[src/rtl/sigen_pulse_gen_if.sv]
// Control/status bundle of the multi-channel trigger pulse generator.
// Channel n occupies [n*CNT_W +: CNT_W] in the config buses and [n*MISS_W +: MISS_W] in missed_count.
interface sigen_pulse_gen_if #(
  parameter int unsigned CHANNELS = 2,
  parameter int unsigned CNT_W    = 16,
  parameter int unsigned MISS_W   = 8
);
  logic [CHANNELS-1:0]        trigger_input;
  logic [CHANNELS-1:0]        enable;
  logic [CHANNELS-1:0]        retrig_mode;
  logic [CHANNELS*CNT_W-1:0]  delay_cfg;
  logic [CHANNELS*CNT_W-1:0]  width_cfg;
  logic                       count_clear;
  logic [CHANNELS-1:0]        trigger_output;
  logic [CHANNELS-1:0]        busy;
  logic [CHANNELS*MISS_W-1:0] missed_count;

  modport master (
    output trigger_input, enable, retrig_mode, delay_cfg, width_cfg, count_clear,
    input  trigger_output, busy, missed_count
  );

  modport slave (
    input  trigger_input, enable, retrig_mode, delay_cfg, width_cfg, count_clear,
    output trigger_output, busy, missed_count
  );
endinterface

[src/rtl/sigen_pulse_gen.sv]
// Multi-channel trigger pulse generator: synchronise, edge-detect, delay, then emit a pulse
// of programmable width; one-shot or retriggerable, with a saturating dropped-trigger count.
module sigen_pulse_gen #(
  parameter int unsigned CHANNELS    = 2,
  parameter int unsigned CNT_W       = 16,
  parameter int unsigned SYNC_STAGES = 2,
  parameter int unsigned MISS_W      = 8
) (
  input logic              clock,
  input logic              reset,
  sigen_pulse_gen_if.slave bus
);

  typedef enum logic [1:0] {
    IDLE  = 2'd0,
    DELAY = 2'd1,
    PULSE = 2'd2
  } state_e;

  localparam logic [CNT_W-1:0]  CNT_ONE  = CNT_W'(1);
  localparam logic [CNT_W-1:0]  CNT_ZERO = '0;
  localparam logic [MISS_W-1:0] MISS_MAX = '1;
  localparam logic [MISS_W-1:0] MISS_ONE = MISS_W'(1);

  logic [CHANNELS-1:0]        trig_out;
  logic [CHANNELS-1:0]        busy_out;
  logic [CHANNELS*MISS_W-1:0] miss_out;

  for (genvar ch = 0; ch < CHANNELS; ch++) begin : g_ch
    logic [SYNC_STAGES-1:0] sync_q, sync_d;
    logic                   last_q, last_d;
    state_e                 state_q, state_d;
    logic [CNT_W-1:0]       cnt_q, cnt_d;
    logic [CNT_W-1:0]       dly_q, dly_d;
    logic [CNT_W-1:0]       wid_q, wid_d;
    logic [MISS_W-1:0]      miss_q, miss_d;
    logic                   out_q, out_d;
    logic                   busy_q, busy_d;
    logic                   rise_c;
    logic                   miss_inc_c;
    logic [CNT_W-1:0]       dly_cfg_c, wid_cfg_c;

    assign dly_cfg_c = bus.delay_cfg[ch*CNT_W +: CNT_W];
    assign wid_cfg_c = bus.width_cfg[ch*CNT_W +: CNT_W];
    assign rise_c    = sync_q[SYNC_STAGES-1] & ~last_q;

    // Shadow registers dly_q/wid_q hold the config for the pulse in flight.
    always_comb begin
      sync_d     = {sync_q[SYNC_STAGES-2:0], bus.trigger_input[ch]};
      last_d     = sync_q[SYNC_STAGES-1];
      state_d    = state_q;
      cnt_d      = cnt_q;
      dly_d      = dly_q;
      wid_d      = wid_q;
      miss_d     = miss_q;
      miss_inc_c = 1'b0;

      if (!bus.enable[ch]) begin
        state_d = IDLE;
      end else begin
        unique case (state_q)
          IDLE: begin
            if (rise_c && (wid_cfg_c != CNT_ZERO)) begin
              dly_d = dly_cfg_c;
              wid_d = wid_cfg_c;
              if (dly_cfg_c == CNT_ZERO) begin
                state_d = PULSE;
                cnt_d   = wid_cfg_c;
              end else begin
                state_d = DELAY;
                cnt_d   = dly_cfg_c;
              end
            end
          end
          DELAY: begin
            if (rise_c && bus.retrig_mode[ch]) begin
              cnt_d = dly_q;
            end else begin
              miss_inc_c = rise_c;
              if (cnt_q == CNT_ONE) begin
                state_d = PULSE;
                cnt_d   = wid_q;
              end else begin
                cnt_d = cnt_q - CNT_ONE;
              end
            end
          end
          PULSE: begin
            if (rise_c && bus.retrig_mode[ch]) begin
              cnt_d = wid_q;
            end else begin
              miss_inc_c = rise_c;
              if (cnt_q == CNT_ONE) begin
                state_d = IDLE;
              end else begin
                cnt_d = cnt_q - CNT_ONE;
              end
            end
          end
          default: state_d = IDLE;
        endcase
      end

      // Clear wins over a same-cycle increment.
      if (bus.count_clear) begin
        miss_d = '0;
      end else if (miss_inc_c && (miss_q != MISS_MAX)) begin
        miss_d = miss_q + MISS_ONE;
      end

      out_d  = (state_d == PULSE);
      busy_d = (state_d != IDLE);
    end

    always_ff @(posedge clock or negedge reset) begin
      if (!reset) begin
        sync_q  <= '0;
        last_q  <= 1'b0;
        state_q <= IDLE;
        cnt_q   <= '0;
        dly_q   <= '0;
        wid_q   <= '0;
        miss_q  <= '0;
        out_q   <= 1'b0;
        busy_q  <= 1'b0;
      end else begin
        sync_q  <= sync_d;
        last_q  <= last_d;
        state_q <= state_d;
        cnt_q   <= cnt_d;
        dly_q   <= dly_d;
        wid_q   <= wid_d;
        miss_q  <= miss_d;
        out_q   <= out_d;
        busy_q  <= busy_d;
      end
    end

    assign trig_out[ch]                   = out_q;
    assign busy_out[ch]                   = busy_q;
    assign miss_out[ch*MISS_W +: MISS_W]  = miss_q;
  end

  assign bus.trigger_output = trig_out;
  assign bus.busy           = busy_out;
  assign bus.missed_count   = miss_out;

endmodule
[src/flat_wrapper.sv]
// flat-port wrapper written by rule: the top's interface ports become plain ports
module sigen_pulse_gen_flat 
#(
  parameter int unsigned CHANNELS    = 2,
  parameter int unsigned CNT_W       = 16,
  parameter int unsigned SYNC_STAGES = 2,
  parameter int unsigned MISS_W      = 8
)
  (clock, reset, bus_trigger_input, bus_enable, bus_retrig_mode, bus_delay_cfg, bus_width_cfg, bus_count_clear, bus_trigger_output, bus_busy, bus_missed_count);
  sigen_pulse_gen_if #(.CHANNELS(CHANNELS), .CNT_W(CNT_W), .MISS_W(MISS_W)) bus_i ();
  input logic clock;
  input logic reset;
  input wire logic [$bits(bus_i.trigger_input)-1:0] bus_trigger_input;
  input wire logic [$bits(bus_i.enable)-1:0] bus_enable;
  input wire logic [$bits(bus_i.retrig_mode)-1:0] bus_retrig_mode;
  input wire logic [$bits(bus_i.delay_cfg)-1:0] bus_delay_cfg;
  input wire logic [$bits(bus_i.width_cfg)-1:0] bus_width_cfg;
  input wire logic [$bits(bus_i.count_clear)-1:0] bus_count_clear;
  output wire logic [$bits(bus_i.trigger_output)-1:0] bus_trigger_output;
  output wire logic [$bits(bus_i.busy)-1:0] bus_busy;
  output wire logic [$bits(bus_i.missed_count)-1:0] bus_missed_count;
  assign bus_i.trigger_input = bus_trigger_input;
  assign bus_i.enable = bus_enable;
  assign bus_i.retrig_mode = bus_retrig_mode;
  assign bus_i.delay_cfg = bus_delay_cfg;
  assign bus_i.width_cfg = bus_width_cfg;
  assign bus_i.count_clear = bus_count_clear;
  assign bus_trigger_output = bus_i.trigger_output;
  assign bus_busy = bus_i.busy;
  assign bus_missed_count = bus_i.missed_count;
  sigen_pulse_gen #(.CHANNELS(CHANNELS), .CNT_W(CNT_W), .SYNC_STAGES(SYNC_STAGES), .MISS_W(MISS_W)) u_core (.clock(clock), .reset(reset), .bus(bus_i));
endmodule
[config.mk]
export PLATFORM = sky130hd
export DESIGN_NAME = sigen_pulse_gen_flat
export DESIGN_NICKNAME = d
export VERILOG_FILES = /design/src/rtl/sigen_pulse_gen_if.sv /design/src/rtl/sigen_pulse_gen.sv /design/src/flat_wrapper.sv
export SDC_FILE = /design/constraint.sdc
export NUM_CORES = 1
export LEC_CHECK = 0
export CAP_MARGIN = 20
export CORE_MARGIN = 1.5
export CORE_UTILIZATION = 25
export DETAILED_ROUTE_END_ITERATION = 8
export MAX_ROUTING_LAYER = met4
export PLACE_DENSITY = 0.43
export SYNTH_ARGS = -nofsm -noshare
export SYNTH_HDL_FRONTEND = slang
export SYNTH_SLANG_ARGS = --single-unit
[constraint.sdc]
create_clock -name clock -period 2.22 [get_ports clock]
set_input_delay 0.666 -clock clock [delete_from_list [all_inputs] [get_ports clock]]
set_output_delay 0.666 -clock clock [all_outputs]
set_load 0.01 [all_outputs]
==> flow_summary.ini <==
[synthesis]
synthArstFlopShare = 1.00
avgSynthCellArea_sq_um = 9.39
synth_edf_count = 0
synth_ff_type = dfrtp_1
synth_warnings = 0
synth_cells = 807
ys_ff_latch = 126
yosysSeqAreaShare = 0.416
ys_types = 70
syn_nets = 894
syn-cell-area_sq_mm = 0.00758

[global_route]
grt_pass1_wl_microns = 42500
grt_pass1_vias = 7617
grt_antenna_before_repair = 0
gr-total-overflow = 0
grt_max_degree = 46
grtUsageTotal = 0.181

[final_layout]
layoutNonFillerInstCount = 1511
final_area_sq_mm = 0.0123
layout_commonest_cell = buf_4
nets = 1195
syn_to_final_growth_pct = 62.9
diodes = 0
final_util = 0.415
drive_gt1_frac = 0.428
final_cell_mix = 209 x buf_4, 126 x dfrtp_1, 67 x nand2_1, 64 x mux2_2, 62 x clkdlybuf4s50_1
n_fill_cell = 2878

[worst_setup_path]
r2r-start = u_core.g_ch[1].cnt_q[13]
path_common_cell = or4_4
critPathSlowestCell = or4_4
crit_path_cell_trace = or4_4 -> or4_4 -> buf_12 -> a221oi_2 -> a31oi_1 -> a21oi_1 -> o31ai_1
path_delay_family = simple AND/OR/NAND/NOR gates
end_kind = flip-flop
setup.worst_path.class = flip-flop to flip-flop
critPathArrivalTime_ps = 2710
required_ps = 2500
cp_max_fo = 3
crit_path_start_kind = flip-flop
cpPeakStageDelay_ps = 600
critical_path.startpoint = u_core.g_ch[1].cnt_q[13]
path_buf_inv = 1

[clock_network]
cts-root-buf = clkbuf_16
cts_tree = built
cts_buffer_depth = 2
clk_pin_slew_ps = 70
htree_levels = 4
numCtsBuffers = 17
insertion_delay_ps = 430
clkSinkCount = 126

[timing]
max-slew-margin-rel = 0.645
hold_viol = 0
finalCritPeriodShare = 1.09
tightestPinTransition_ps = 532
slew_violations = 0
rsz0062_at_grt = yes
max_freq_mhz = 412
fin_worst_skew_ps = 14.6
worst_slack_ps = -208
setup_violations = 28
period_needed_ps = 2430
whs_ps = 180

[detailed_routing]
ant_nets = 0
firstDrtPassIters = 5
drc = 0
drt_iter0_drc = 380
wire_per_inst_microns = 17.9
routed.top_layer = met4
wl_met3_microns = 1010
drt-total-wl_microns = 27100
vias = 7567
routed-wl-met2_microns = 12800
wl_met1_microns = 12800
viasPerCell = 5.01

[die]
die_width_microns = 177
core_sq_mm = 0.0297
io_pins = 93
start_util = 0.255
row_count = 63
die-area_sq_mm = 0.0314
fp.dieH_microns = 177

[place]
dpl.cell_count = 1445
globalplace.congestion = 0.857
place_area_sq_mm = 0.0105
dpl.hpwl_microns = 19800
portBuffers = 92

[pwr]
power_density_mw_per_mm2 = 712
p_leak_nw = 5.22
vdd_drop_max_v = 0.000648

[run_status]
violations = negative setup slack
status = finished, violations left

[flow_run]
cap_violations = 0

[min_path]
hold_path.class = input port to asynchronous set/reset pin
==> per-stage QoR <==
step / power, mW / setup slack (ps) / setup TNS (ps)
after floorplan: 4.19 / -51.8 / -223
after global placement: 5.39 / -1100 / -85070
after detailed placement: 5.39 / -1020 / -82610
after CTS: 8.63 / -215 / -2240
after global routing: 9.23 / -320 / -4990
final: 8.79 / -208 / -1980
==> cells by family after synthesis <==
kind of cell	Yosys count	synth area share
xor gates and xnor gates	30	0.0347
DFF	126	0.416
AOI/OAI and AO/OA	232	0.209
and+or+nand+nor	261	0.174
buffers and inverters	76	0.0418
muxes	68	0.101
adders and majority gates	14	0.0231
==> routing by layer <==
layer,global-route usage,up-vias
met5,-,-
met1,0.241,3723
met2,0.283,165
li1,-,3650
met3,0.0260,29
met4,0.0547,0
==> sequential cells by signal (all words and copies together), names as in the netlist <==
register	flops
u_core.g_ch.wid_q	32
u_core.g_ch.sync_q	4
u_core.g_ch.dly_q	32
u_core.g_ch.last_q	2
u_core.g_ch.busy_q	2
u_core.g_ch.out_q	2
u_core.g_ch.state_q	4
u_core.g_ch.miss_q	16
u_core.g_ch.cnt_q	32
==> power breakdown <==
part           total, mW  internal, mW  switching, mW
registers           3.05          2.72          0.337
logic               2.71          1.42           1.29
clock network       3.02          1.81           1.21
==> final timing paths <==
kind | to | slack (ps) | cells past startpoint
setup / recovery | u_core.g_ch[1].cnt_q[11] | -210 | 7
hold / removal | u_core.g_ch[1].cnt_q[12] | 180 | 1
setup reg to reg | u_core.g_ch[1].cnt_q[11] | -210 | 7
hold reg to reg | u_core.g_ch[0].sync_q[1] | 350 | 0
max in group asynchronous | u_core.g_ch[0].cnt_q[11] | 1410 | 2
min in group clock | u_core.g_ch[0].sync_q[1] | 350 | 0
==> Yosys cell counts, types with 4 or more instances <==
cell | n | share of area
o211ai_1 | 22 | 0.022
nand2b_1 | 6 | 0.0050
inv_1 | 15 | 0.0074
nand3_1 | 17 | 0.011
nand2_1 | 79 | 0.039
xnor2_1 | 14 | 0.016
nor2_1 | 54 | 0.027
o31ai_1 | 15 | 0.015
a21oi_1 | 34 | 0.022
a31oi_1 | 5 | 0.0041
nor3_1 | 18 | 0.012
nand3b_1 | 5 | 0.0050
buf_1 | 7 | 0.0035
xor2_1 | 16 | 0.018
ha_1 | 14 | 0.023
dfrtp_1 | 126 | 0.42
a41o_1 | 6 | 0.0079
o21ai_0 | 56 | 0.037
and3_1 | 4 | 0.0033
a211oi_1 | 29 | 0.029
a221oi_1 | 7 | 0.0081
a311oi_1 | 4 | 0.0046
a22o_1 | 5 | 0.0058
or4_1 | 9 | 0.0089
nand4_1 | 10 | 0.0083
buf_4 | 4 | 0.0040
a22oi_1 | 9 | 0.0089
and2_1 | 7 | 0.0058
clkbuf_1 | 45 | 0.022
nor3b_1 | 6 | 0.0059
nor4_1 | 27 | 0.022
mux2_2 | 65 | 0.097
==> what timing repair did <==
action | 4_1_cts | 5_1_grt
pin swaps | 55 | 71
hold buffers | 0 | 0
gates resized for setup | 107 | 128
buffers inserted | 17 | 18
setup endpoints to repair | 104 | 51
gates cloned | 3 | 1
==> final cells by class <==
type | instances | area (sq um) | area share
tap | 390 | 488 | 0.0395
clock buffer | 17 | 425 | 0.0345
timing repair buffer | 342 | 3120 | 0.253
multi-input combinational | 605 | 4890 | 0.396
sequential | 126 | 3150 | 0.255
clock inverter | 15 | 198 | 0.0160
inverter | 16 | 72.6 | 0.00588
Power figures use the tool's default switching activity.
